[src/rtl/retire_trace_buffer.sv]
// Retired-instruction trace FIFO between the core writeback stage and the trace printer.
// Tags each retirement with a sequence number, counts overflow drops and flags a drained wfi.
module retire_trace_buffer #(
  parameter int DEPTH = 8
) (
  input  logic                     clk,
  input  logic                     rst,
  input  logic                     retire_valid_i,
  input  logic [31:0]              retire_pc_i,
  input  logic [31:0]              retire_instr_i,
  input  logic [4:0]               retire_rd_i,
  input  logic [31:0]              retire_rd_data_i,
  output logic                     trace_valid_o,
  input  logic                     trace_ready_i,
  output logic [31:0]              trace_pc_o,
  output logic [31:0]              trace_instr_o,
  output logic [31:0]              trace_rd_data_o,
  output logic [4:0]               trace_rd_o,
  output logic [31:0]              trace_seq_o,
  output logic [$clog2(DEPTH):0]   count_o,
  output logic [15:0]              dropped_o,
  output logic                     halted_o
);

  localparam int AW = $clog2(DEPTH);
  localparam logic [31:0] WFI_INSTR = 32'h10500073;
  localparam logic [AW:0] PTR_ONE = (AW+1)'(1);

  logic [AW:0]  wptr;
  logic [AW:0]  rptr;
  logic [31:0]  seq;
  logic         wfi_seen;
  logic         empty;
  logic         full;
  logic         push;
  logic         pop;
  logic         drop;

  logic [31:0]  pc_mem      [DEPTH];
  logic [31:0]  instr_mem   [DEPTH];
  logic [31:0]  rd_data_mem [DEPTH];
  logic [4:0]   rd_mem      [DEPTH];
  logic [31:0]  seq_mem     [DEPTH];

  assign empty = (wptr == rptr);
  assign full  = (wptr[AW-1:0] == rptr[AW-1:0]) && (wptr[AW] != rptr[AW]);
  assign pop   = !empty && trace_ready_i;
  assign push  = retire_valid_i && (!full || pop);
  assign drop  = retire_valid_i && full && !pop;

  always_ff @(posedge clk or posedge rst) begin
    if (rst) begin
      wptr      <= '0;
      rptr      <= '0;
      seq       <= '0;
      dropped_o <= '0;
      wfi_seen  <= 1'b0;
    end else begin
      if (push)
        wptr <= wptr + PTR_ONE;
      if (pop)
        rptr <= rptr + PTR_ONE;
      if (retire_valid_i)
        seq <= seq + 32'd1;
      if (drop && (dropped_o != 16'hFFFF))
        dropped_o <= dropped_o + 16'd1;
      if (retire_valid_i && (retire_instr_i == WFI_INSTR))
        wfi_seen <= 1'b1;
    end
  end

  // Record storage is never reset; only the pointers decide what is valid.
  always_ff @(posedge clk) begin
    if (push) begin
      pc_mem[wptr[AW-1:0]]      <= retire_pc_i;
      instr_mem[wptr[AW-1:0]]   <= retire_instr_i;
      rd_mem[wptr[AW-1:0]]      <= retire_rd_i;
      rd_data_mem[wptr[AW-1:0]] <= retire_rd_data_i;
      seq_mem[wptr[AW-1:0]]     <= seq;
    end
  end

  assign trace_valid_o   = !empty;
  assign trace_pc_o      = pc_mem[rptr[AW-1:0]];
  assign trace_instr_o   = instr_mem[rptr[AW-1:0]];
  assign trace_rd_o      = rd_mem[rptr[AW-1:0]];
  assign trace_rd_data_o = rd_data_mem[rptr[AW-1:0]];
  // Masked while empty so the sequence output reads 0 straight out of reset.
  assign trace_seq_o     = empty ? 32'd0 : seq_mem[rptr[AW-1:0]];
  assign count_o         = wptr - rptr;
  assign halted_o        = wfi_seen && empty;

endmodule

[config.mk]
export PLATFORM = sky130hd
export DESIGN_NAME = retire_trace_buffer
export DESIGN_NICKNAME = d
export VERILOG_FILES = /design/src/rtl/retire_trace_buffer.sv
export SDC_FILE = /design/constraint.sdc
export NUM_CORES = 1
export LEC_CHECK = 0
export CORE_AREA = 2 2 372 264
export DETAILED_ROUTE_END_ITERATION = 10
export DIE_AREA = 0 0 374 266
export PLACE_DENSITY = 0.69
export SETUP_SLACK_MARGIN = 0.4
export SLEW_MARGIN = 25
export SYNTH_ARGS = -nofsm -noshare
export SYNTH_HDL_FRONTEND = slang
export SYNTH_SLANG_ARGS = --single-unit
[constraint.sdc]
create_clock -name clk -period 12.9 [get_ports clk]
set_input_delay 2.58 -clock clk [delete_from_list [all_inputs] [get_ports clk]]
set_output_delay 2.58 -clock clk [all_outputs]
set_load 0.01 [all_outputs]
==> results.cfg <==
[clock_network]
cts.repair.resized = 0
worstSkewPairLatency_ps = 690
clock_tree_from_tritoncts = built
post_cts_buffers = 0
cts_buffers = 105
clock_sink_count = 1121
cts_max_path_buffers = 3
postCtsHoldBufs = 0
h-tree-depth = 3
cts.reportedPaths.clkPinSlew_ps = 70
cts_root_buf = clkbuf_16

[power]
power.clock.fraction_pct = 26.0
comb_power_share_pct = 32.5
sw_frac_of_total_pct = 30.4
power_w = 0.0116
worst_ir_drop_vdd_mv = 0.164
leakage_power_figure_nw = 16.7
power_density_nw_per_um2 = 230
share_seq_of_total_power_pct = 41.5
internal_power_w = 0.00806
p_switching_w = 0.00351

[detailed_routing]
topRoutingLayerUsed = met5
routedWlPerCell_um = 24.6
via_count = 20717
drt_first_pass_iters = 5
drtIter0Drc = 2102
wl_met2_mm = 43.7
drt_drc_violations_left = 0
route.final.wire_length_mm = 92.5
ant_nets = 0
wirelength_met1_mm = 40.9
detail_route.vias_per_cell = 5.51
routed-wl-met3_mm = 6.50

[synthesis]
ys_top_cells_by_area = edfxtp_1, mux4_2, nand2_1, dfrtp_1, xnor2_1
synth_nets = 2204
synth.cell_area_um2 = 42900
synth_edf_count = 1064
synth.avg_cell_area_um2 = 20.5
async_s_r_ff_share_synth_pct = 5.08
yosys.cell_types.count = 45
synth_ff_type = edfxtp_1
count_of_mapped_cells_out_of_synthesis = 2091
sequential_cell_area_fraction_in_the_yosys_report_pct = 77.8
post-synth-top-area-cell = edfxtp_1
post-synth-top-area-fraction_pct = 74.5
ys.warnings.count = 0
synth-seq-cells = 1121

[die]
floorplan.die_area_um2 = 99500
die_width_um = 374
floorplan.initialDensity_pct = 44.5
ioPinCount = 260
num_rows = 96
core-area_um2 = 96500
die_h_um = 266

[finish]
layout.cells.non_filler = 3758
layout.area.seq_um2 = 33400
nets = 2512
post_route_cells_drive_above_1_share_pct = 20.0
combined_area_of_the_multi_input_logic_cells_um2 = 9030
areaGrowthSynthToFinish_pct = 17.4
fill_cells = 7502
final_core_utilization_pct = 52.2

[place]
place.detailed.instances = 3564
place.gp.congestion = 0.740
port_buffers = 259
place.detailed.hpwl_mm = 49.6

[timing]
setup_viol = 0
worst-slew-pin-transition_ps = 997
unrepaired_setup_endpoints_after_global_routing = no
hold_ws_ps = 495
final.setup.tns_ps = 0
post-route-period-util_pct = 55.6
clock.fmax_mhz = 140
report.final.hold_viol_count = 0
maxSlewHeadroom_pct = 33.6
finalMaxSlewViolations = 0
worst_clock_skew_ps = 29.2
fin_crit_ps = 7170

[min_path]
timing.hold.worst.class = reg -> reg

[worst_setup_path]
critical_path.startpoint_type = flip-flop
crit_path_frequent_cell = buf_12
crit_chain = buf_12 -> buf_12 -> buf_4 -> buf_16 -> mux4_2 -> nand2_1 -> a21oi_1 -> clkdlybuf4s50_1
timing.critical_path.slowest_stage_cell = dfrtp_4
critical_path_arrival_ps = 4590
worst_path_largest_cell_delay_ps = 760
criticalPathCategory = reg -> out
worst_setup_path_end_kind = output port
worst-path-max-fanout = 103
worst_ep_required_time_ps = 10320

[grt]
grt_pass1_wl_mm = 138
grt_max_degree = 104
track_usage_pct = 18.7
globalRouteOverflowTotal = 0
grt_antenna_before_repair = 6
grt_pass1_vias = 21640

[run_status]
outcome = finished, final reports clean

[run]
drv_cap = 0
==> logic make-up (layout without fill, tap and decap cells) <==
group	Yosys count	count (layout)	share of synthesized area [%]
fa+ha+maj	8	8	0.251
mux	269	269	14.0
xor+xnor	54	54	1.12
other cells	0	2	0
flops	1121	1121	77.8
simple gates	491	491	4.97
buf+inv	109	500	1.25
compound gates	39	39	0.514
==> state kept, by name, indices dropped and copies added (netlist names) <==
| name | count |
|---|---|
| rptr | 4 |
| rd_mem | 40 |
| instr_mem | 256 |
| seq_mem | 256 |
| wfi_seen | 1 |
| dropped_o | 16 |
| seq | 32 |
| rd_data_mem | 256 |
| wptr | 4 |
| pc_mem | 256 |
==> critical path: cells and delay by family (launching register included) <==
family	cells	cell delay (ps)
compound gates	1	140
flops	1	760
simple gates	1	90
buf+inv	5	2200
mux	1	540
==> cell usage in the layout, fill, tap and decap left out, types with 10 or more instances in the layout <==
cell type	instances
nor2_1	14
mux4_2	266
clkinv_1	22
xor2_1	23
clkbuf_1	18
edfxtp_1	1064
xnor2_1	30
clkbuf_16	106
buf_4	36
nand3_1	14
clkdlybuf4s50_1	259
a21oi_1	33
dfrtp_1	54
nand2_1	399
and3_1	10
clkinv_2	21
==> cells in the mapped netlist, types with 5 or more instances <==
library cell / count
nor2_1: 19
nand3_1: 14
edfxtp_1: 1064
nor3_2: 7
xor2_1: 23
and3_1: 10
xnor2_1: 30
inv_1: 9
buf_1: 18
dfrtp_1: 57
a21oi_1: 33
buf_2: 25
mux4_2: 266
and4_1: 6
nand2_1: 399
nand4_1: 9
buf_4: 26
nor3_1: 5
ha_1: 7
clkbuf_1: 29
==> path summary, 6_finish.rpt <==
path / end / startpoint / depth (start not counted) / slack [ps]
setup / recovery: trace_seq_o[5] / rptr[0] / 8 / 5730
hold / removal: dropped_o[7] / dropped_o[7] / 1 / 500
max in group asynchronous: rptr[2] / rst / 3 / 9850
setup reg to reg: instr_mem[6][12] / rptr[2] / 9 / 7240
hold reg to reg: dropped_o[7] / dropped_o[7] / 1 / 500
min in group asynchronous: dropped_o[3] / rst / 3 / 2420
==> stage by stage <==
stage | worst slack, ps | instance area (um2)
2_1_floorplan | 3620 | 42900
3_3_place_gp | 5920 | 47000
3_5_place_dp | 5920 | 47000
4_1_cts | 5130 | 50300
5_1_grt | 5270 | 50400
6_report | 5730 | 50400
==> final cells by class <==
class / count / area share [%]
sequential: 1121 / 66.3
multi-input combinational: 861 / 17.9
timing repair buffer: 299 / 5.84
clock buffer: 127 / 5.48
tap: 1274 / 3.17
clock inverter: 63 / 1.16
inverter: 11 / 0.102
antenna: 2 / 0.00994
==> power groups by stage <==
stage | sequential [W] | combinational [W] | clock, W
2_1_floorplan | 0.00482 | 0.00228 | 0
3_3_place_gp | 0.00487 | 0.00378 | 0
3_5_place_dp | 0.00491 | 0.00379 | 0
4_1_cts | 0.00484 | 0.00381 | 0.00309
5_1_grt | 0.00485 | 0.00406 | 0.00322
6_report | 0.00480 | 0.00376 | 0.00301
==> metal layers <==
metal	track usage (%)	vias to the layer above
li1	-	8959
met1	27.1	10975
met2	29.2	661
met3	4.39	112
met4	3.83	10
met5	0	-
Power figures use the tool's default switching activity.
==> RTL change 1: new RTL, same flow settings <==
Set the parameter `DEPTH` to 4 (it was 8).
--- a/src/rtl/retire_trace_buffer.sv
+++ b/src/rtl/retire_trace_buffer.sv
@@ -3,3 +3,3 @@
 module retire_trace_buffer #(
-  parameter int DEPTH = 8
+  parameter int DEPTH = 4
 ) (
Ports: changed (resized count_o); port bits go from 260 to 259. The function was not compared with the original's and may differ.
==> RTL change 1 against the unedited design <==
Via count decreased by 48%. Sequential cell count fell by 534. Critical endpoint is now trace_seq_o[0]. Synthesized cell count decreased by 53%. Cell area is 44% lower. Largest cell class unchanged. Count of clock-buffer cells in the layout shrank 59. Worst setup slack gained 510 ps. Sequential share of layout area shrank 4.5 points. Core utilization fell by 23 points. Area after synthesis down 48%. Highest routed layer unchanged. Power is 46% lower. Sequential power down 45%. Global-route usage down 9.0 points. Wire length is 47% lower. Fmax grew 7.6%.
==> RTL change 1: results (changes against the unedited design) <==
Status - finished, final reports clean
Post-synth EDFFs - 532 (-50%)
Max_slew headroom - 33.19% (-0.38 points)
Routability cong. - 0.7096 (-4.1%)
Post-DP Area - 26310 um^2 (-44%)
Post-synth top cells - edfxtp_1 (532), mux4_2 (133), dfrtp_1 (55)
Share of layout cells above drive strength 1 - 19.52% (-0.47 points)
Switching part of the total - 29.55% (-0.81 points)
Clock latency on the worst-skew pair - 610 ps (-80 ps)
Top cells by area, synth - edfxtp_1 (72%), mux4_2 (14%), dfrtp_1 (6.2%), xnor2_1 (1.3%), and2_1 (0.96%)
Start point of the critical path - rptr[1]
Syn-to-layout area delta - 26.90%
R2R depth - 6 (-3)
CLK BUF - 68 (-46%)
Core Util, Final - 29.13% (-23 points)
Worst R2R Setup Slack - 8810 ps (+1570 ps)
All-layer global routing usage - 9.704% (-9.0 points)
Layout Skew - 22.39 ps (-6.825 ps)
Register Area - 17360 um^2 (-48%)
Syn_nets - 1098 (-50%)
Worst setup path endpoint - trace_seq_o[0]
Fill cell count - 9335 (+24%)
CP peak stage delay - 880 ps (+120 ps)
Largest net degree at the start of global routing - 61 (-41%)
Reg-to-reg endpoint - rd_data_mem[2][6]
Inverters - 10 (-1)
Syn avg cell area - 22.53 um^2 (+9.8%)
P_leak - 9.168 nW (-45%)
RTL change 1: cell families after synthesis:
family          after synthesis  synth area share [%]
buf+inv                      47                0.9210
simple gates                139                 3.899
xor+xnor                     50                 2.012
compound gates               11                0.3785
mux                         139                 13.83
flops                       587                 78.36
fa+ha+maj                    10                0.5990
RTL change 1: worst register-to-register path, delay by kind of cell, from the launching register on:
kind / cells / cell delay, ps
adders and majority gates: 1 / 430
buffers and inverters: 2 / 1310
and+or+nand+nor: 3 / 1210
DFF: 1 / 680
RTL change 1: power by group through the flow:
stage,logic (mW),clock network [mW],registers [mW]
2_1_floorplan,1.13,0,2.64
3_3_place_gp,2.11,0,2.67
3_5_place_dp,2.13,0,2.69
4_1_cts,2.14,1.64,2.65
5_1_grt,2.21,1.72,2.68
6_report,2.06,1.59,2.64
RTL change 1: metal layers:
metal  part of all wire [%]  GRT usage (%)  vias up
met3                    6.2          2.356       84
met2                     47          15.34      313
met5                   0.12              0        -
li1                       -              -     4667
met4                    2.2          2.648        8
met1                     44          13.31     5625
==> RTL change 2: new RTL, same flow settings <==
Without the edit above. Reset style: synchronous (`rst`), changed in one clocked block.
--- a/src/rtl/retire_trace_buffer.sv
+++ b/src/rtl/retire_trace_buffer.sv
@@ -50,3 +50,3 @@
 
-  always_ff @(posedge clk or posedge rst) begin
+  always_ff @(posedge clk) begin
     if (rst) begin
Formal check against the unedited RTL: differs if rst is asserted again (counterexample within 4 cycles, from zero or initial values and one cycle with rst high); with rst held inactive, the same outputs for 4 cycles.
==> RTL change 2 against the unedited design <==
Worst setup slack worse by 400 ps. Sequential cell count increased by 3. Area after synthesis is 0.29% lower. Cell area barely moved. Wire length decreased by 1.1%. Count of clock-buffer cells in the layout is 13 higher. Highest routed layer unchanged. Fmax is 5.3% lower.
Power is not compared: it rests on default switching activity, and its combinational part moved more than twofold at a synthesized area within 25%.
==> RTL change 2: results (changes against the unedited design) <==
Cts bufs inserted - 105 (unchanged)
Routability cong. - 0.7542 (+1.9%)
Nets - 2331 (-7.2%)
All-layer global routing usage - 18.40% (-0.27 points)
Syn_nets - 2037 (-7.6%)
Cell count after synthesis - 1924 (-8.0%)
IO Port Bufs - 259 (unchanged)
Status - finished, final reports clean
Sequential fraction of the synthesis area - 77.54% (-0.30 points)
Post_cts resized - 0 (unchanged)
Detailed Place HPWL - 46.81 mm (-5.7%)
Slew @ Worst Pin - 1101 ps (+104.8 ps)
Worst-path fanout max - 107 (+3.9%)
First-pass GRT wire length - 135.7 mm (-1.6%)
Share of layout cells above drive strength 1 - 23.85% (+3.9 points)
Clock latency on the worst-skew pair - 680 ps
Layout Skew - 56.84 ps (+27.63 ps)
Antenna violations before repair - 9 (+3)
Initial DRC Count - 1945 (-7.5%)
Post-synth top cells - edfxtp_1 (1064), mux4_2 (266), mux2_2 (101)
# placed instances - 3384 (-5.1%)
Drt wl/cell - 25.59 um (+3.9%)
Final Non-Filler Cells - 3576 (-4.8%)
Async SR Flop Fraction - 0% (-5.1 points)
Post-synth EDFFs - 1064 (unchanged)
Via Count - 20010 (-3.4%)
CP max stage cell - buf_4
Vias in the first global route - 21000 (-3.0%)
Largest net degree at the start of global routing - 134 (+29%)
DR pass1 iterations - 5 (unchanged)
Most used DFF post-synth - edfxtp_1
H-Tree Depth - 3 (unchanged)
CP peak stage delay - 760 ps (about the same)
Clock tree root driver cell - clkbuf_16
Top cells by area, synth - edfxtp_1 (75%), mux4_2 (14%), dfxtp_1 (2.8%), mux2_2 (2.7%), nor2_1 (0.81%)
==> RTL change 2: power by group <==
part / switching, mW / internal (mW) / leakage (nW) / total, mW
Clock: 1.30 / 1.68 / 1.62 / 2.98
Combinational: 0.566 / 0.648 / 3.50 / 1.21
Sequential: 0.0390 / 4.07 / 10.3 / 4.11
Total: 1.91 / 6.39 / 15.5 / 8.30
==> RTL change 2: final timing paths <==
path,start,end,slack [ps],cells after the start
worst max-delay path,flip-flop,trace_seq_o[5],5330,7
worst min-delay path,wptr[3],wptr[3],540,2
worst max register to register,wptr[2],pc_mem[0][1],9380,6
worst min register to register,wptr[3],wptr[3],540,2
==> RTL change 2: kinds of logic after synthesis <==
| group | after synthesis | synth area share [%] |
|---|---|---|
| xor+xnor | 46 | 0.9423 |
| buf+inv | 106 | 1.010 |
| compound gates | 25 | 0.3366 |
| simple gates | 214 | 2.450 |
| mux | 401 | 17.47 |
| fa+ha+maj | 8 | 0.2517 |
| flops | 1124 | 77.54 |
==> RTL change 2: cell type report <==
class	count	area [um^2]
antenna	4	10.01
clock buffer	140	2892
clock inverter	47	452.9
fill	7399	46080
inverter	15	56.30
multi-input combinational	694	9245
sequential	1124	33160
tap	1274	1594
timing repair buffer	278	2960
==> RTL change 2: per-layer routing <==
layer | routed length, um | track usage, % | up-vias
li1 | - | - | 8590
met1 | 40110 | 26.65 | 10660
met2 | 43070 | 28.49 | 626
met3 | 6630 | 4.409 | 124
met4 | 1647 | 4.267 | 10
met5 | 46 | 0 | -
==> RTL change 2: metrics by stage <==
step	hold slack, ps	instance area, um^2	util [%]	worst slack, ps
after detailed placement	530.9	46990	48.72	6037
final	544.9	50370	52.23	5334
after floorplan	428.5	42760	-	3368
after global routing	586.8	50370	52.22	5033
after global placement	507.2	46910	48.63	6091
after CTS	542.9	50340	52.19	5271
==> RTL change 2: worst register-to-register path, cell delays in order (launching register included) <==
cell and delay (ps):
dfxtp_1 560, ha_1 350, and4b_1 240, a21oi_1 430
nand2_1 360, nor3_4 240, buf_12 640
